--- src/rtl/ws2812_frame_sequencer_if.sv ---
// Signal bundle between the mode logic / LED shift register and the WS2812B frame sequencer.
// The frameCount field exists only when FRAME_COUNT_EN is defined.
interface ws2812_frame_sequencer_if;
  logic go;
  logic serialBit;
  logic load;
  logic shift;
  logic dout;
  logic busy;
  logic frameDone;
`ifdef FRAME_COUNT_EN
  logic [15:0] frameCount;
`endif

  modport master (
    output go,
    output serialBit,
    input  load,
    input  shift,
    input  dout,
    input  busy,
    input  frameDone
`ifdef FRAME_COUNT_EN
    ,input frameCount
`endif
  );

  modport slave (
    input  go,
    input  serialBit,
    output load,
    output shift,
    output dout,
    output busy,
    output frameDone
`ifdef FRAME_COUNT_EN
    ,output frameCount
`endif
  );
endinterface

--- src/rtl/ws2812_frame_sequencer.sv ---
// Sequences a NUM_BITS shift register onto a WS2812B data line: LOAD, NUM_BITS bit slots, RET latch gap.
// Optional frame counter output enabled by defining FRAME_COUNT_EN.
module ws2812_frame_sequencer #(
  parameter int unsigned NUM_BITS = 96,
  parameter int unsigned BIT_CYC  = 125,
  parameter int unsigned T0H_CYC  = 40,
  parameter int unsigned T1H_CYC  = 80,
  parameter int unsigned RET_CYC  = 5000
) (
  input logic clk,
  input logic reset,
  ws2812_frame_sequencer_if.slave bus
);

  localparam int unsigned CYC_MAX = (BIT_CYC > RET_CYC) ? BIT_CYC : RET_CYC;
  localparam int unsigned CYC_W   = (CYC_MAX > 1) ? $clog2(CYC_MAX) : 1;
  localparam int unsigned BIT_W   = (NUM_BITS > 1) ? $clog2(NUM_BITS) : 1;

  typedef enum logic [1:0] {IDLE, LOAD, BIT, RET} seqState_t;

  seqState_t        state;
  logic [BIT_W-1:0] bitCnt;
  logic [CYC_W-1:0] cycCnt;
  logic             curBit;
  logic             loadReg;
  logic             shiftReg;
  logic             doutReg;
  logic             busyReg;
  logic             doneReg;

  logic [CYC_W-1:0] cycNext;
  logic             highBit;
  logic [CYC_W-1:0] highCyc;

  // Outputs are registered and aligned with the state they belong to, so the high
  // time is decided from the cycle about to start; in cycle 0 curBit is not yet latched.
  always_comb begin
    cycNext = cycCnt + CYC_W'(1);
    highBit = (cycCnt == '0) ? bus.serialBit : curBit;
    highCyc = highBit ? CYC_W'(T1H_CYC) : CYC_W'(T0H_CYC);
  end

  always_ff @(posedge clk) begin
    if (!reset) begin
      state    <= IDLE;
      bitCnt   <= '0;
      cycCnt   <= '0;
      curBit   <= 1'b0;
      loadReg  <= 1'b0;
      shiftReg <= 1'b0;
      doutReg  <= 1'b0;
      busyReg  <= 1'b0;
      doneReg  <= 1'b0;
    end else begin
      loadReg  <= 1'b0;
      shiftReg <= 1'b0;
      doutReg  <= 1'b0;
      doneReg  <= 1'b0;
      case (state)
        IDLE: begin
          busyReg <= 1'b0;
          if (bus.go) begin
            state   <= LOAD;
            loadReg <= 1'b1;
            busyReg <= 1'b1;
          end
        end
        LOAD: begin
          state   <= BIT;
          bitCnt  <= '0;
          cycCnt  <= '0;
          doutReg <= 1'b1;
        end
        BIT: begin
          if (cycCnt == '0) begin
            curBit <= bus.serialBit;
          end
          if (cycCnt == CYC_W'(BIT_CYC - 1)) begin
            cycCnt <= '0;
            if (bitCnt == BIT_W'(NUM_BITS - 1)) begin
              state   <= RET;
              doneReg <= (RET_CYC == 1);
            end else begin
              bitCnt  <= bitCnt + BIT_W'(1);
              doutReg <= 1'b1;
            end
          end else begin
            cycCnt   <= cycNext;
            doutReg  <= (cycNext < highCyc);
            shiftReg <= (cycNext == CYC_W'(BIT_CYC - 1));
          end
        end
        RET: begin
          if (cycCnt == CYC_W'(RET_CYC - 1)) begin
            state   <= IDLE;
            cycCnt  <= '0;
            busyReg <= 1'b0;
          end else begin
            cycCnt  <= cycNext;
            doneReg <= (cycNext == CYC_W'(RET_CYC - 1));
          end
        end
        default: state <= IDLE;
      endcase
    end
  end

  assign bus.load      = loadReg;
  assign bus.shift     = shiftReg;
  assign bus.dout      = doutReg;
  assign bus.busy      = busyReg;
  assign bus.frameDone = doneReg;

`ifdef FRAME_COUNT_EN
  logic [15:0] frameCnt;

  always_ff @(posedge clk) begin
    if (!reset) begin
      frameCnt <= '0;
    end else if (doneReg) begin
      frameCnt <= frameCnt + 16'd1;
    end
  end

  assign bus.frameCount = frameCnt;
`endif

endmodule

--- src/flat_wrapper.sv ---
// flat-port wrapper written by rule: the top's interface ports become plain ports
module ws2812_frame_sequencer_flat 
#(
  parameter int unsigned NUM_BITS = 96,
  parameter int unsigned BIT_CYC  = 125,
  parameter int unsigned T0H_CYC  = 40,
  parameter int unsigned T1H_CYC  = 80,
  parameter int unsigned RET_CYC  = 5000
)
  (clk, reset, bus_go, bus_serialBit, bus_load, bus_shift, bus_dout, bus_busy, bus_frameDone);
  ws2812_frame_sequencer_if bus_i ();
  input logic clk;
  input logic reset;
  input wire logic [$bits(bus_i.go)-1:0] bus_go;
  input wire logic [$bits(bus_i.serialBit)-1:0] bus_serialBit;
  output wire logic [$bits(bus_i.load)-1:0] bus_load;
  output wire logic [$bits(bus_i.shift)-1:0] bus_shift;
  output wire logic [$bits(bus_i.dout)-1:0] bus_dout;
  output wire logic [$bits(bus_i.busy)-1:0] bus_busy;
  output wire logic [$bits(bus_i.frameDone)-1:0] bus_frameDone;
  assign bus_i.go = bus_go;
  assign bus_i.serialBit = bus_serialBit;
  assign bus_load = bus_i.load;
  assign bus_shift = bus_i.shift;
  assign bus_dout = bus_i.dout;
  assign bus_busy = bus_i.busy;
  assign bus_frameDone = bus_i.frameDone;
  ws2812_frame_sequencer #(.NUM_BITS(NUM_BITS), .BIT_CYC(BIT_CYC), .T0H_CYC(T0H_CYC), .T1H_CYC(T1H_CYC), .RET_CYC(RET_CYC)) u_core (.clk(clk), .reset(reset), .bus(bus_i));
endmodule
--- config.mk ---
export PLATFORM = sky130hd
export DESIGN_NAME = ws2812_frame_sequencer_flat
export DESIGN_NICKNAME = d
export VERILOG_FILES = /design/src/rtl/ws2812_frame_sequencer_if.sv /design/src/rtl/ws2812_frame_sequencer.sv /design/src/flat_wrapper.sv
export SDC_FILE = /design/constraint.sdc
export NUM_CORES = 1
export LEC_CHECK = 0
export BUFFER_PORTS_ARGS = -buffer_cell sky130_fd_sc_hd__clkbuf_2
export CAP_MARGIN = 25
export CORE_UTILIZATION = 60
export CTS_CLUSTER_DIAMETER = 40
export DETAILED_ROUTE_END_ITERATION = 8
export PLACE_DENSITY = 0.79
export SKIP_LAST_GASP = 1
export SYNTH_ARGS = -nofsm -noshare
export SYNTH_HDL_FRONTEND = slang
export SYNTH_SLANG_ARGS = --single-unit
--- constraint.sdc ---
create_clock -name clk -period 5.03 [get_ports clk]
set_input_delay 0.503 -clock clk [delete_from_list [all_inputs] [get_ports clk]]
set_output_delay 0.503 -clock clk [all_outputs]
set_load 0.05 [all_outputs]
# Yosys cells after proc, flatten, opt, wreduce, memory -nomap -nowiden
# Index checks and enable logic that the tools add are counted.
# totals
elab_cells	58
in_bits	4
register_bits	28
output_inout_bits	5
# classes
n_eq_ne	13
n_reduce_logical	11
magnitude_cmp	1
addsub	2
bitwise_logic	3
mux	19
# op_table
op	count
one-hot mux 13 bit (3 select lines)	1
== test 13 bit, second input constant	2
== test 13 x 7 -> 1 bit, second input constant	2
two-way mux 13 bit	2
two-way mux 7 bit	3
one-hot mux 7 bit (2 select lines)	1
adder 13 x 1 -> 13 bit, second input constant	1
logical NOT 13 bit	1
less-than comparator 13 bit	1
two-way mux 2 bit	4
one-hot mux 2 bit (4 select lines)	1
adder 7 x 1 -> 7 bit, second input constant	1
== test 7 bit, second input constant	1
!= test 2 x 1 -> 1 bit, second input constant	3
OR reduction 3 bit	2
two-way mux 1 bit	5
== test 2 bit, second input constant	2
!= test 2 bit, second input constant	2
one-hot mux 1 bit (2 select lines)	2
AND reduction 2 bit	2
AND reduction 4 bit	1
nonzero test 2 bit	2
inverter 1 bit	3
AND reduction 3 bit	1
3 further kinds	3

# Logic depth before layout (Yosys ltp)
# logic_depth
depth_word	6
depth_mapped	11
depth_no_buf	11

# Least setup slack after synthesis
# OpenSTA, ideal clock, no wires.
# synth_path
path_type	reg2reg
startpoint	register u_core.cycCnt[0]
endpoint	register u_core.doutReg, in the netlist u_core.bus.dout
required_ns	4.946
n_path_buf	0
slack_ns	2.332
period_less_slack_ns	2.698
path_stages_with_launch	10
t_arrival_ns	2.613
path_cell_list	dfxtp_1 inv_1 ha_1 or4b_4 or4_4 and2_2 ha_1 o41ai_1 o211ai_1 o31ai_2
# synth_between
elab_chain_len	6
elab_cells_between_ends	8
# synth_rtl
element	line_no	text
from (decl)	ws2812_frame_sequencer.sv:23	logic [CYC_W-1:0] cycCnt;
from (signal assigned)	ws2812_frame_sequencer.sv:88	cycCnt <= cycNext;
from (signal assigned)	ws2812_frame_sequencer.sv:99	cycCnt <= cycNext;
parallel branches: the longest is 4 deep, another holds adder 13 x 1 -> 13 bit	n/a	
two-way mux 1 bit *	ws2812_frame_sequencer.sv:78	if (cycCnt == CYC_W'(BIT_CYC - 1)) begin
one-hot mux 1 bit (2 select lines) *	ws2812_frame_sequencer.sv:59	case (state)
to (signal assigned)	ws2812_frame_sequencer.sv:89	doutReg <= (cycNext < highCyc);
to (decl)	ws2812_frame_sequencer.sv:27	logic doutReg;
# Mark *: on every way between the ends.
# A chain may end at the register's enable or synchronous reset.

# Final worst setup path
# Ends and elaborated chain as after synthesis.

==> impl_metrics.ini <==
[setup_path]
start_kind = register
path_max_fanout = 5
crit_type = register to register
arrival_ns = 3.21
crit_required_ns = 5.29
ff2ff_path_depth = 9
crit_chain = inv_1 > ha_1 > or4b_4 > or4_4 > and2_2 > ha_1 > o41ai_1 > o211ai_1 > o31ai_2
crit_top_cell = ha_1
slowest_stage = or4_4
max_stage_delay_ns = 0.54
crit_path_end_kind = register

[yosys]
synth-adder-area-share_pct = 7.71
synth_compound_area_share_pct = 22.2
synth_ff_type = dfxtp_1
synth_cell_types = 57
synth_xor_area_share_pct = 2.45
synth_top_cell_by_area = dfxtp_1
synth_nets = 226
yosysMostFrequentCell = dfxtp_1
syn_area_um2 = 1780
synth_area_leaders = dfxtp_1, ha_1, a21oi_1
syn_avg_cell_area_um2 = 8.46
ys_seq_area_share_pct = 31.4
synthSimpleGateAreaFrac_pct = 27.6
synth_edf_count = 0
async_flop_share_pct = 0
synth_commonest_cells = dfxtp_1, a21oi_1, nand2_1
synth_top_family_by_area = simple AND/OR/NAND/NOR gates
muxShareOfSynthArea_pct = 1.75
synth.yosys.warnings = 0
netlist_instances = 211
yosysTopAreaCellShare_pct = 31.4
ys_ff_latch = 28

[finish]
final.fill_count = 254
nNetsFinal = 230
instances_no_fill = 245
post-route-util_pct = 66.1
layout-drive-gt1-share_pct = 12.1
antenna_cells = 0
fin_area_um2 = 1840
area_growth_pct = 3.09

[detailed_routing]
wire_per_inst_um = 16.3
vias = 1607
firstDrtPassIters = 4
drc_errors = 0
drt_iter0_drc = 91
viasPerCell = 6.56
postRouteAntennaNets = 0
routed_wl_um = 3990

[sta]
hold_viol_final = 0
finalCritPeriodShare_pct = 58.6
drv_slew = 0
fin_crit_ns = 2.95
tns_ns = 0
slew_headroom_pct = 36.7
fmax_ghz = 0.339
tightest_slew_ns = 0.949
holdWs_ns = 0.396
fin_worst_skew_ns = 0.00231
setup_viol = 0
rsz0062_at_grt = false
final.setup.worst_slack_ns = 2.08

[power_and_ir_drop]
vdd_ir_drop_max_mv = 0.309
power.density_nw_per_um2 = 354
p_total_uw = 652
p_leak_nw = 0.672

[global_routing]
gr-usage-all-layers_pct = 27.6
grt_pass1_vias = 1544
grt_max_degree = 20
antenna_found_initial = 0
gr-total-overflow = 0
grt_first_pass_wirelength_um = 6960

[cts]
cts.repair.resized = 0
max-clock-path-buffers = 2
htree_levels = 1
cts_setup_buffers = 0
cts_tree = yes
clkTransAtPathRegs_ns = 0.16
cts_buffers = 3
cts_root_buffer = clkbuf_4
cts.sinks = 28
cts_hold_buf = 0
clkLatencyLatePin_ns = 0.33

[floorplanning]
dieArea_um2 = 3200
std_cell_rows = 19
die_w_um = 56.5
die_y_um = 56.5
io_pins = 9
start_util_pct = 64.1
coreArea_um2 = 2780

[hold_path]
holdPathStages = 3
holdCritPathClass = primary input to register

[placement]
post_dp_cell_area_um2 = 1790
portBuffers = 8
place.gp.congestion = 0.920
hpwl_um = 2950
dp_cells = 241
pre_cts_ws_ns = 2.15

[run]
drv_cap = 0

[status]
run_status = finished, final reports clean
-- registers in the layout, summed over array words and instances, names as in the netlist --
register              cells
u_core.bus.frameDone      1
u_core.bus.busy           1
u_core.bus.dout           1
u_core.state              2
u_core.bus.shift          1
u_core.bitCnt             7
u_core.cycCnt            13
u_core.bus.load           1
u_core.curBit             1
-- logic make-up after synthesis --
kind of cell / after synthesis
flops: 28
compound gates: 59
simple gates: 84
buf+inv: 21
mux: 3
fa+ha+maj: 11
xor+xnor: 5
-- critical path, delay by kind of cell, from the launching register on --
kind / cells / cell delay, ns
simple gates: 3 / 1.27
compound gates: 3 / 0.73
flops: 1 / 0.38
fa+ha+maj: 2 / 0.37
buf+inv: 1 / 0.13
-- metal layers --
metal / wire (um) / share of wire [%] / global-route usage, % / vias to the layer above
met1: 1720 / 43 / 33.4 / 762
met4: 48 / 1.2 / 11.5 / 0
met5: 0 / 0 / 0 / -
met2: 2030 / 51 / 49.4 / 53
met3: 196 / 4.9 / 2.76 / 6
li1: - / - / - / 786
-- cells in the final DEF (no fill, tap or decap), types with 2 or more instances in the layout --
cell type  instances
or3_1              4
clkbuf_4           3
nand4b_1           2
a31oi_1            2
o31ai_1            2
or4_1              3
o41ai_1            3
nor2_1            12
o311a_1            2
nor2b_1            3
inv_1             11
nor4_1             2
nor3_1            12
clkbuf_2           8
o31ai_2            2
a21o_1             2
dfxtp_1           28
nand2_1           15
xnor2_1            5
o21a_1             2
o21ai_0           12
a22oi_1            3
nand4_1            2
ha_1              11
a21oi_1           18
o211ai_1           2
and3_1             2
nand3_1           10
mux2i_1            2
o211a_1            3
nand2b_1           3
-- path summary, 6_finish.rpt --
check	start	end	slack [ns]
setup / recovery	u_core.cycCnt[0]$_SDFFE_PN0P_	u_core.bus.dout$_SDFF_PN0_	2.08
hold reg to reg	u_core.bitCnt[0]$_SDFFE_PN0P_	u_core.bitCnt[0]$_SDFFE_PN0P_	0.51
hold / removal	bus_go	u_core.bus.load$_SDFF_PN0_	0.40
setup reg to reg	u_core.cycCnt[0]$_SDFFE_PN0P_	u_core.bus.dout$_SDFF_PN0_	2.08
-- where the power goes --
group          switching (mW)  internal (mW)
sequential             0.0135          0.242
clock                  0.0686         0.0806
combinational           0.171         0.0766
total                   0.253          0.399
-- final cells by class --
cell class	instances	area (um2)	area share, %
timing repair buffer	8	40.0	2.18
inverter	12	45.0	2.45
clock buffer	3	22.5	1.22
sequential	28	561	30.5
multi-input combinational	162	1100	59.9
tap	31	38.8	2.11
clock inverter	1	30.0	1.63
Note: power is estimated with default switching activity, not from simulation.
